--- config.mk ---
export PLATFORM = sky130hd
export DESIGN_NAME = result_tx_framer
export DESIGN_NICKNAME = d
export VERILOG_FILES = /design/src/rtl/result_tx_framer_pkg.sv /design/src/rtl/result_tx_framer_uart.sv /design/src/rtl/result_tx_framer.sv
export SDC_FILE = /design/constraint.sdc
export NUM_CORES = 1
export LEC_CHECK = 0
export CORE_MARGIN = 2
export CORE_UTILIZATION = 51
export DETAILED_ROUTE_END_ITERATION = 10
export PLACE_DENSITY = 0.88
export SLEW_MARGIN = 15
export SYNTH_ARGS = -nofsm -noshare
export SYNTH_HDL_FRONTEND = slang
export SYNTH_HIERARCHICAL = 1
export SYNTH_SLANG_ARGS = --single-unit
--- constraint.sdc ---
create_clock -name clk -period 17.3 [get_ports clk]
set_clock_uncertainty 0.15 [all_clocks]
set_input_delay 2.595 -clock clk [delete_from_list [all_inputs] [get_ports clk]]
set_output_delay 2.595 -clock clk [all_outputs]
set_load 0.02 [all_outputs]
--- src/rtl/result_tx_framer_pkg.sv ---
`default_nettype none
// ============================================================================
// Module      : result_tx_framer_pkg
// Description : Shared types and constants for the result UART framer.
// Revision    : 1.0 - initial release
// ============================================================================
package result_tx_framer_pkg;

    typedef enum logic [2:0] {
        IDLE      = 3'd0,
        SNAP      = 3'd1,
        SEND      = 3'd2,
        BYTE_WAIT = 3'd3,
        DONE      = 3'd4,
        HOLD      = 3'd5
    } state_t;

    localparam logic [7:0] HEADER      = 8'hA5;
    localparam int         FRAME_BYTES = 34;

    // Payload byte p (0..31): element p/2 in row-major order, MSB byte first.
    function automatic logic [7:0] payload_byte(input logic [0:3][0:3][15:0] m,
                                                input logic [4:0]            p);
        logic [15:0] w;
        w = m[p[4:3]][p[2:1]];
        return p[0] ? w[7:0] : w[15:8];
    endfunction

endpackage
`default_nettype wire

--- src/rtl/result_tx_framer_uart.sv ---
`default_nettype none
// ============================================================================
// Module      : uart_tx_byte
// Description : 8N1 byte serializer; owns the baud and bit counters.
// Revision    : 1.0 - initial release
// ============================================================================
module uart_tx_byte #(
    parameter int CLKS_PER_BIT = 1085
) (
    input  logic       clk,
    input  logic       rst,
    input  logic [7:0] data,
    input  logic       valid,
    output logic       tx,
    output logic       ready,
    output logic       done
);
    localparam int             CW       = $clog2(CLKS_PER_BIT + 1);
    localparam logic [CW-1:0]  BAUD_MAX = CW'(CLKS_PER_BIT - 1);

    logic          busy_q,  busy_d;
    logic [CW-1:0] baud_q,  baud_d;
    logic [3:0]    bit_q,   bit_d;
    logic [8:0]    shreg_q, shreg_d;
    logic          tx_q,    tx_d;
    logic          done_q,  done_d;

    always_comb begin
        busy_d  = busy_q;
        baud_d  = baud_q;
        bit_d   = bit_q;
        shreg_d = shreg_q;
        tx_d    = tx_q;
        done_d  = 1'b0;
        if (!busy_q) begin
            if (valid) begin
                // Start bit goes out immediately; stop bit rides above the data.
                busy_d  = 1'b1;
                shreg_d = {1'b1, data};
                tx_d    = 1'b0;
                baud_d  = '0;
                bit_d   = '0;
            end
        end else if (baud_q == BAUD_MAX) begin
            baud_d = '0;
            if (bit_q == 4'd9) begin
                busy_d = 1'b0;
                done_d = 1'b1;
                tx_d   = 1'b1;
            end else begin
                bit_d   = bit_q + 4'd1;
                tx_d    = shreg_q[0];
                shreg_d = {1'b1, shreg_q[8:1]};
            end
        end else begin
            baud_d = baud_q + 1'b1;
        end
    end

    always_ff @(posedge clk or posedge rst) begin
        if (rst) begin
            busy_q  <= 1'b0;
            baud_q  <= '0;
            bit_q   <= '0;
            shreg_q <= '1;
            tx_q    <= 1'b1;
            done_q  <= 1'b0;
        end else begin
            busy_q  <= busy_d;
            baud_q  <= baud_d;
            bit_q   <= bit_d;
            shreg_q <= shreg_d;
            tx_q    <= tx_d;
            done_q  <= done_d;
        end
    end

    assign tx    = tx_q;
    assign ready = !busy_q;
    assign done  = done_q;

endmodule
`default_nettype wire

--- src/rtl/result_tx_framer.sv ---
`default_nettype none
// ============================================================================
// Module      : result_tx_framer
// Description : Snapshots the 4x4 result matrix and sends it as a UART frame.
// Revision    : 1.0 - initial release
// ============================================================================
module result_tx_framer #(
    parameter int         CLK_FREQ = 125_000_000,
    parameter int         BAUD     = 115200,
    parameter logic [7:0] HEADER   = result_tx_framer_pkg::HEADER
) (
    input  logic                  clk,
    input  logic                  rst,
    input  logic                  start,
    input  logic [0:3][0:3][15:0] C,
    output logic                  tx,
    output logic                  busy,
    output logic                  done
);
    import result_tx_framer_pkg::*;

    localparam int         CLKS_PER_BIT = CLK_FREQ / BAUD;
    localparam logic [5:0] LAST_IDX     = 6'(FRAME_BYTES - 1);

    state_t                state_q, state_d;
    logic [5:0]            idx_q,   idx_d;
    logic [7:0]            csum_q,  csum_d;
    logic [0:3][0:3][15:0] frame_q, frame_d;

    logic [7:0] tx_byte;
    logic [4:0] pidx;
    logic       ser_valid;
    logic       ser_ready;
    logic       ser_done;

    always_comb begin
        pidx = 5'(idx_q - 6'd1);
        if (idx_q == 6'd0)
            tx_byte = HEADER;
        else if (idx_q == LAST_IDX)
            tx_byte = csum_q;
        else
            tx_byte = payload_byte(frame_q, pidx);
    end

    always_comb begin
        state_d   = state_q;
        idx_d     = idx_q;
        csum_d    = csum_q;
        frame_d   = frame_q;
        ser_valid = 1'b0;
        busy      = 1'b0;
        done      = 1'b0;
        case (state_q)
            IDLE: if (start) state_d = SNAP;
            SNAP: begin
                busy    = 1'b1;
                frame_d = C;
                idx_d   = '0;
                csum_d  = '0;
                state_d = SEND;
            end
            SEND: begin
                busy = 1'b1;
                if (ser_ready) begin
                    ser_valid = 1'b1;
                    // Checksum covers payload only, accumulated as bytes leave.
                    if (idx_q != 6'd0 && idx_q != LAST_IDX)
                        csum_d = csum_q ^ tx_byte;
                    state_d = BYTE_WAIT;
                end
            end
            BYTE_WAIT: begin
                busy = 1'b1;
                if (ser_done) begin
                    idx_d   = idx_q + 6'd1;
                    state_d = (idx_d == 6'(FRAME_BYTES)) ? DONE : SEND;
                end
            end
            DONE: begin
                done    = 1'b1;
                state_d = HOLD;
            end
            HOLD:    if (!start) state_d = IDLE;
            default: state_d = IDLE;
        endcase
    end

    always_ff @(posedge clk or posedge rst) begin
        if (rst) begin
            state_q <= IDLE;
            idx_q   <= '0;
            csum_q  <= '0;
        end else begin
            state_q <= state_d;
            idx_q   <= idx_d;
            csum_q  <= csum_d;
        end
    end

    always_ff @(posedge clk) begin
        frame_q <= frame_d;
    end

    uart_tx_byte #(
        .CLKS_PER_BIT(CLKS_PER_BIT)
    ) u_uart_tx_byte (
        .clk   (clk),
        .rst   (rst),
        .data  (tx_byte),
        .valid (ser_valid),
        .tx    (tx),
        .ready (ser_ready),
        .done  (ser_done)
    );

endmodule
`default_nettype wire
**Yosys cells after proc, flatten, opt, wreduce, memory -nomap -nowiden**

Index checks and enable logic that the tools add are counted.
Widths: inputs -> output; s select.

- Add/sub/neg operators: 4
- Magnitude comparators: 2
- Equality and inequality tests: 17
- Muxes and demuxes: 46
- Bitwise gates (word level): 3
- Reduce and logical (&&, ||, !) cells: 13

Operators with widths:

| cell | number |
|---|---|
| $bmux 64 s2 | 1 |
| $mux 64 | 2 |
| $mux 8 | 5 |
| $mux 9 | 4 |
| $mux 11 | 3 |
| $bmux 16 s2 | 1 |
| $mux 16 | 2 |
| $pmux 3 s6 | 1 |
| $mux 4 | 4 |
| $pmux 8 s2 | 1 |
| $mux 1 | 15 |
| $mux 3 | 5 |
| $eq 6x6->1 const B | 2 |
| $ne 2x2->1 const B | 6 |
| $pmux 6 s2 | 1 |
| $add 11x1->11 const B | 1 |
| $eq 11x11->1 const B | 1 |
| $xor 8x8->8 | 1 |
| $add 6x1->6 const B | 1 |
| $eq 3x2->1 const B | 2 |
| $eq 3x3->1 const B | 2 |
| $ge 3x3->1 const B | 2 |
| $logic_not 6->1 | 1 |
| $mux 6 | 1 |
| 15 further kinds | 20 |

- Register bits: 300
- Input port bits: 259
- Output and inout port bits: 3

**Logic depth before layout (Yosys ltp)**

- Depth after elaboration: 15
- Mapped depth: 14
- Depth with buffers taken out: 12

**Hierarchy**

Netlist, hierarchy kept.

By module, submodules not included:

| module | instances | cells an instance | area an instance (sq um) |
|---|---|---|---|
| result_tx_framer | 1 | 653 | 11274.6 |
| uart_tx_byte | 1 | 136 | 1438.9 |

**Least setup slack after synthesis**

OpenSTA, ideal clock, no wires.

- Path kind: register to register
- From: reg state_q[1]
- To: reg csum_q[3]
- Setup time: 0.155 ns
- Arrival: 13.394 ns
- Required time: 16.995 ns
- Setup slack: 3.601 ns
- Cell stages (with the launch flop): 6
- Path buffers: 0
- Cells stage by stage: dfrtp_1 -> nand2b_1 -> nor2_1 -> nor2_1 -> nand3b_1 -> o311ai_0

- Word-level cells in the longest chain between the ends: 3

Ends and longest elaborated chain:

| what | line | text |
|---|---|---|
| from (decl) | result_tx_framer.sv:25 | `state_t state_q, state_d;` |
| from (signal assigned) | result_tx_framer.sv:95 | `state_q <= state_d;` |
| $eq 3x2->1 or $eq 3x1->1 (tied branches) | result_tx_framer.sv:54 | `case (state_q)` |
| $ne 2x2->1 (no line) or $reduce_bool 2->1 (tied branches) | n/a |  |
| $reduce_and 3->1 (no line) | n/a |  |
| to (signal assigned) | result_tx_framer.sv:97 | `csum_q <= csum_d;` |
| to (decl) | result_tx_framer.sv:27 | `logic [7:0] csum_q, csum_d;` |

Parallel ways exist; a longest one is shown, timed or not.
A chain may end at the register's enable or synchronous reset.

**Worst setup path after layout**

- From: reg idx_q[0]
- To: reg u_uart_tx_byte.shreg_q[0]

- Word-level cells in the longest chain between the ends: 13

Ends and longest elaborated chain:

| what | line | text |
|---|---|---|
| from (decl) | result_tx_framer.sv:26 | `logic [5:0] idx_q, idx_d;` |
| from (signal assigned) | result_tx_framer.sv:96 | `idx_q <= idx_d;` |
| $sub 5x1->5 | result_tx_framer.sv:37 | `pidx = 5'(idx_q - 6'd1);` |
| $not 2->3 (implied by the code) | result_tx_framer_pkg.sv:25 | `w = m[p[4:3]][p[2:1]];` |
| $bmux 64 s2 | result_tx_framer_pkg.sv:25 |  |
| $mux 64 (implied by the code) (2 in a row) | result_tx_framer_pkg.sv:25 |  |
| $bmux 16 s2 | result_tx_framer_pkg.sv:25 |  |
| $mux 16 (implied by the code) (2 in a row) | result_tx_framer_pkg.sv:25 |  |
| $mux 8 | result_tx_framer_pkg.sv:26 | `return p[0] ? w[7:0] : w[15:8];` |
| $mux 8 | result_tx_framer.sv:40 | `else if (idx_q == LAST_IDX)` |
| $mux 8 (*) | result_tx_framer.sv:38 | `if (idx_q == 6'd0)` |
| named net tx_byte[0] | result_tx_framer.sv:30 | `logic [7:0] tx_byte;` |
| $mux 9 (*) | result_tx_framer_uart.sv:36 | `if (valid) begin` |
| $mux 9 (*) | result_tx_framer_uart.sv:35 | `if (!busy_q) begin` |
| to (signal assigned) | result_tx_framer_uart.sv:72 | `shreg_q <= shreg_d;` |
| to (decl) | result_tx_framer_uart.sv:24 | `logic [8:0] shreg_q, shreg_d;` |

Mark *: on every way through the listed nets, which the timed path passes. The rest lies on a longest branch. The select of a mux whose other input is x is not followed.

==> results_dict.tcl <==
set metrics [dict create \
    status "completed" \
    postSynthNetCount 1057 \
    synth.avg_cell_area_um2 16.1 \
    path_max_fanout 20 \
    synthAdderAreaFrac_pct 0.886 \
    tightestPinTransition_ns 1.17 \
    post_cts_resize_count 0 \
    start_kind "flop" \
    fillerInstances 1612 \
    grt_max_degree 74 \
    post_synthesis_sequential_area_ratio_pct 69.0 \
    ioPinCount 262 \
    post-route-worst-setup-slack_ns 12.57 \
    synth_area_mm2 0.0127 \
    die_y_um 162 \
    die_ar_mm2 0.0262 \
    drv_cap 0 \
    core-area_mm2 0.0244 \
    detailedPlacementHpwl_um 22100 \
    clock_sink_count 299 \
    global_route_total_overflow 0 \
    timing.final.crit_share_pct 27.3 \
    synthXorXnorAreaFrac_pct 0.413 \
    cts-buffers-inserted 29 \
    antenna_found_initial 1 \
    final_period_minus_worst_setup_slack_ns 4.73 \
    synth_cells 789 \
    insertion_delay_ns 0.54 \
    p_switching_mw 0.331 \
    cts_root_buf "clkbuf_16" \
    proportion_of_register_bits_with_asynchronous_set_or_reset_after_synthesis_pct 14.4 \
    setup.worst_path.class "reg2reg" \
    areaGrowthSynthToFinish_pct 30.1 \
    cts.htree.levels 1 \
    grt-busiest-layer "met2" \
    finalHoldViolations 0 \
    grt_setup_unrepaired "no" \
    top_library_cells_by_usage_in_the_layout_fill_and_taps_aside "clkdlybuf4s50_1, edfxtp_1, nand2_1, mux2_2, o21ai_0" \
    p_comb_share_pct 8.0 \
    min-delay-path-class "reg2reg" \
    power_per_cell_area_mw_per_mm2 97.9 \
    routabilityCongestion 0.852 \
    synth.mux.area_fraction_pct 12.0 \
    synth_simple_gate_area_share_pct 7.15 \
    drt_iter0_markers 920 \
    synth_enable_flop_cells 256 \
    endpoint_kind "flop" \
    viasPerCell 5.88 \
    timing.max_slew.rel_slack_pct 21.7 \
    via_count_of_the_routed_design 8223 \
    synth_compound_gate_area_share_pct 8.00 \
    ys.warnings.count 6 \
    fmaxAchievable_mhz 211 \
    cp.arrival_ns 5.06 \
    power.sequential.fraction_pct 51.2 \
    fp-row-count 57 \
    cts.repair_timing.setup_buffer_count 0 \
    finish.net_count 1319 \
    detail_route.wl_per_cell_um 22.4 \
    placement.setup.worst_slack_ns 12.53 \
    timing.final.max_slew_violations 0 \
    clk_pin_slew_ns 0.07 \
    tritoncts "yes" \
    holdBufCountCts 0 \
    grt_first_pass_wirelength_um 47000 \
    die_w_um 162 \
    gr-usage-all-layers_pct 23.6 \
    yosys_register_bits 299 \
    p_leak_nw 5.57 \
    setup-violations-final 0 \
    drt.antenna.violating_nets 0 \
    use_met2_pct 42.0 \
    io_buffer_count 261 \
    vdd.ir_drop.worst_uv 89.9 \
    drtPass1Iterations 6 \
    pwr-share-clk_pct 40.8 \
    int_pwr_mw 1.29 \
    drive_above_1_share_pct 14.2 \
    grt.met3_usage_pct 4.34 \
    use_met1_pct 29.8 \
    layout_commonest_cell "clkdlybuf4s50_1" \
    via_count_of_the_first_global_routing_pass 8377 \
    critical_path_required_ns 17.63 \
    detail_route.drc_violations 0 \
    synthDistinctLibCells 73 \
    dominantRegCellSynth "edfxtp_1" \
    power.share.switching_pct 20.5 \
    main_combinational_cell_family_by_area_after_synthesis "multiplexers" \
    ctsLongestPathBuffers 3 \
    setup_tns_ns 0 \
    routed_wl_um 31300 \
    floorplan.initialDensity_pct 52.1 \
]
==> power groups by stage <==
stage,combinational [mW],sequential (mW),clock [mW]
finish,0.129,0.829,0.661
detailed placement,0.128,0.843,0
floorplan,0.0629,0.832,0
global route,0.140,0.831,0.693
global placement,0.123,0.843,0
CTS,0.129,0.828,0.667
==> area by class of cell <==
cell class | count | area [um2] | area share (%)
Inverter | 15 | 56.3 | 0.340
Clock buffer | 36 | 752 | 4.55
Timing Repair Buffer | 266 | 2650 | 16.0
Multi-Input combinational cell | 440 | 3650 | 22.1
Clock inverter | 18 | 245 | 1.48
Antenna cell | 1 | 2.50 | 0.0151
Tap cell | 324 | 405 | 2.45
Sequential cell | 299 | 8770 | 53.1
==> worst paths after layout <==
kind                                           startpoint  slack, ns                   endpoint  depth (start not counted)
worst max-delay path                             idx_q[0]      12.57  u_uart_tx_byte/shreg_q[0]                         11
worst min-delay path            u_uart_tx_byte/shreg_q[7]       0.32  u_uart_tx_byte/shreg_q[7]                          2
worst max register to register                   idx_q[0]      12.57  u_uart_tx_byte/shreg_q[0]                         11
worst min register to register  u_uart_tx_byte/shreg_q[7]       0.32  u_uart_tx_byte/shreg_q[7]                          2
max in group asynchronous                             rst      13.88  u_uart_tx_byte/baud_q[10]                          2
min in group asynchronous                             rst       2.39                  csum_q[6]                          2
==> layer usage <==
layer / up-vias / routed length (um)
met1: 4031 / 11700
met4: 0 / 970
met3: 77 / 2410
met2: 446 / 16300
li1: 3669 / -
met5: - / 0
==> sequential cells by signal, indices dropped and copies added, names as in the netlist <==
name / cells
frame_q: 256
u_uart_tx_byte/baud_q: 11
csum_q: 8
u_uart_tx_byte/shreg_q: 8
idx_q: 6
u_uart_tx_byte/bit_q: 4
state_q: 3
u_uart_tx_byte/busy_q: 1
u_uart_tx_byte/done: 1
u_uart_tx_byte/tx: 1
==> cell usage after synthesis (15+ instances only) <==
cell type / instances / area [um2]
o21ai_0: 35 / 175
o22ai_1: 19 / 119
mux2_2: 43 / 484
nor2_1: 25 / 93.8
a21oi_1: 18 / 90.1
mux4_2: 20 / 450
nand2_1: 68 / 255
o211ai_1: 15 / 113
nand3_1: 28 / 140
dfrtp_1: 34 / 851
edfxtp_1: 256 / 7690
mux2i_1: 26 / 260
==> critical path, stage by stage (launching register included) <==
cell and delay (ns):
dfrtp_1 0.82, inv_1 0.29, ha_1 0.54, inv_1 0.41
nand2_1 0.66, o22ai_1 0.46, a221oi_1 0.12, o211ai_1 0.34
and2_4 0.20, o211ai_1 0.10, mux2_2 0.30, mux2_4 0.26
==> logic make-up after synthesis <==
| kind of cell | after synthesis |
|---|---|
| flops | 299 |
| simple gates | 175 |
| compound gates | 146 |
| mux | 104 |
| buf+inv | 50 |
| fa+ha+maj | 9 |
| xor+xnor | 6 |
==> per-stage QoR <==
step	instance area [um2]	power (mW)	instances	hold slack [ns]	utilization [%]
2_1_floorplan	12700	0.895	789	0.289	-
3_3_place_gp	15500	0.966	1344	0.304	63.7
3_5_place_dp	15500	0.971	1344	0.305	63.7
4_1_cts	16500	1.62	1398	0.316	67.7
5_1_grt	16500	1.66	1399	0.342	67.8
6_report	16500	1.62	1399	0.317	67.8
Power figures use the tool's default switching activity.
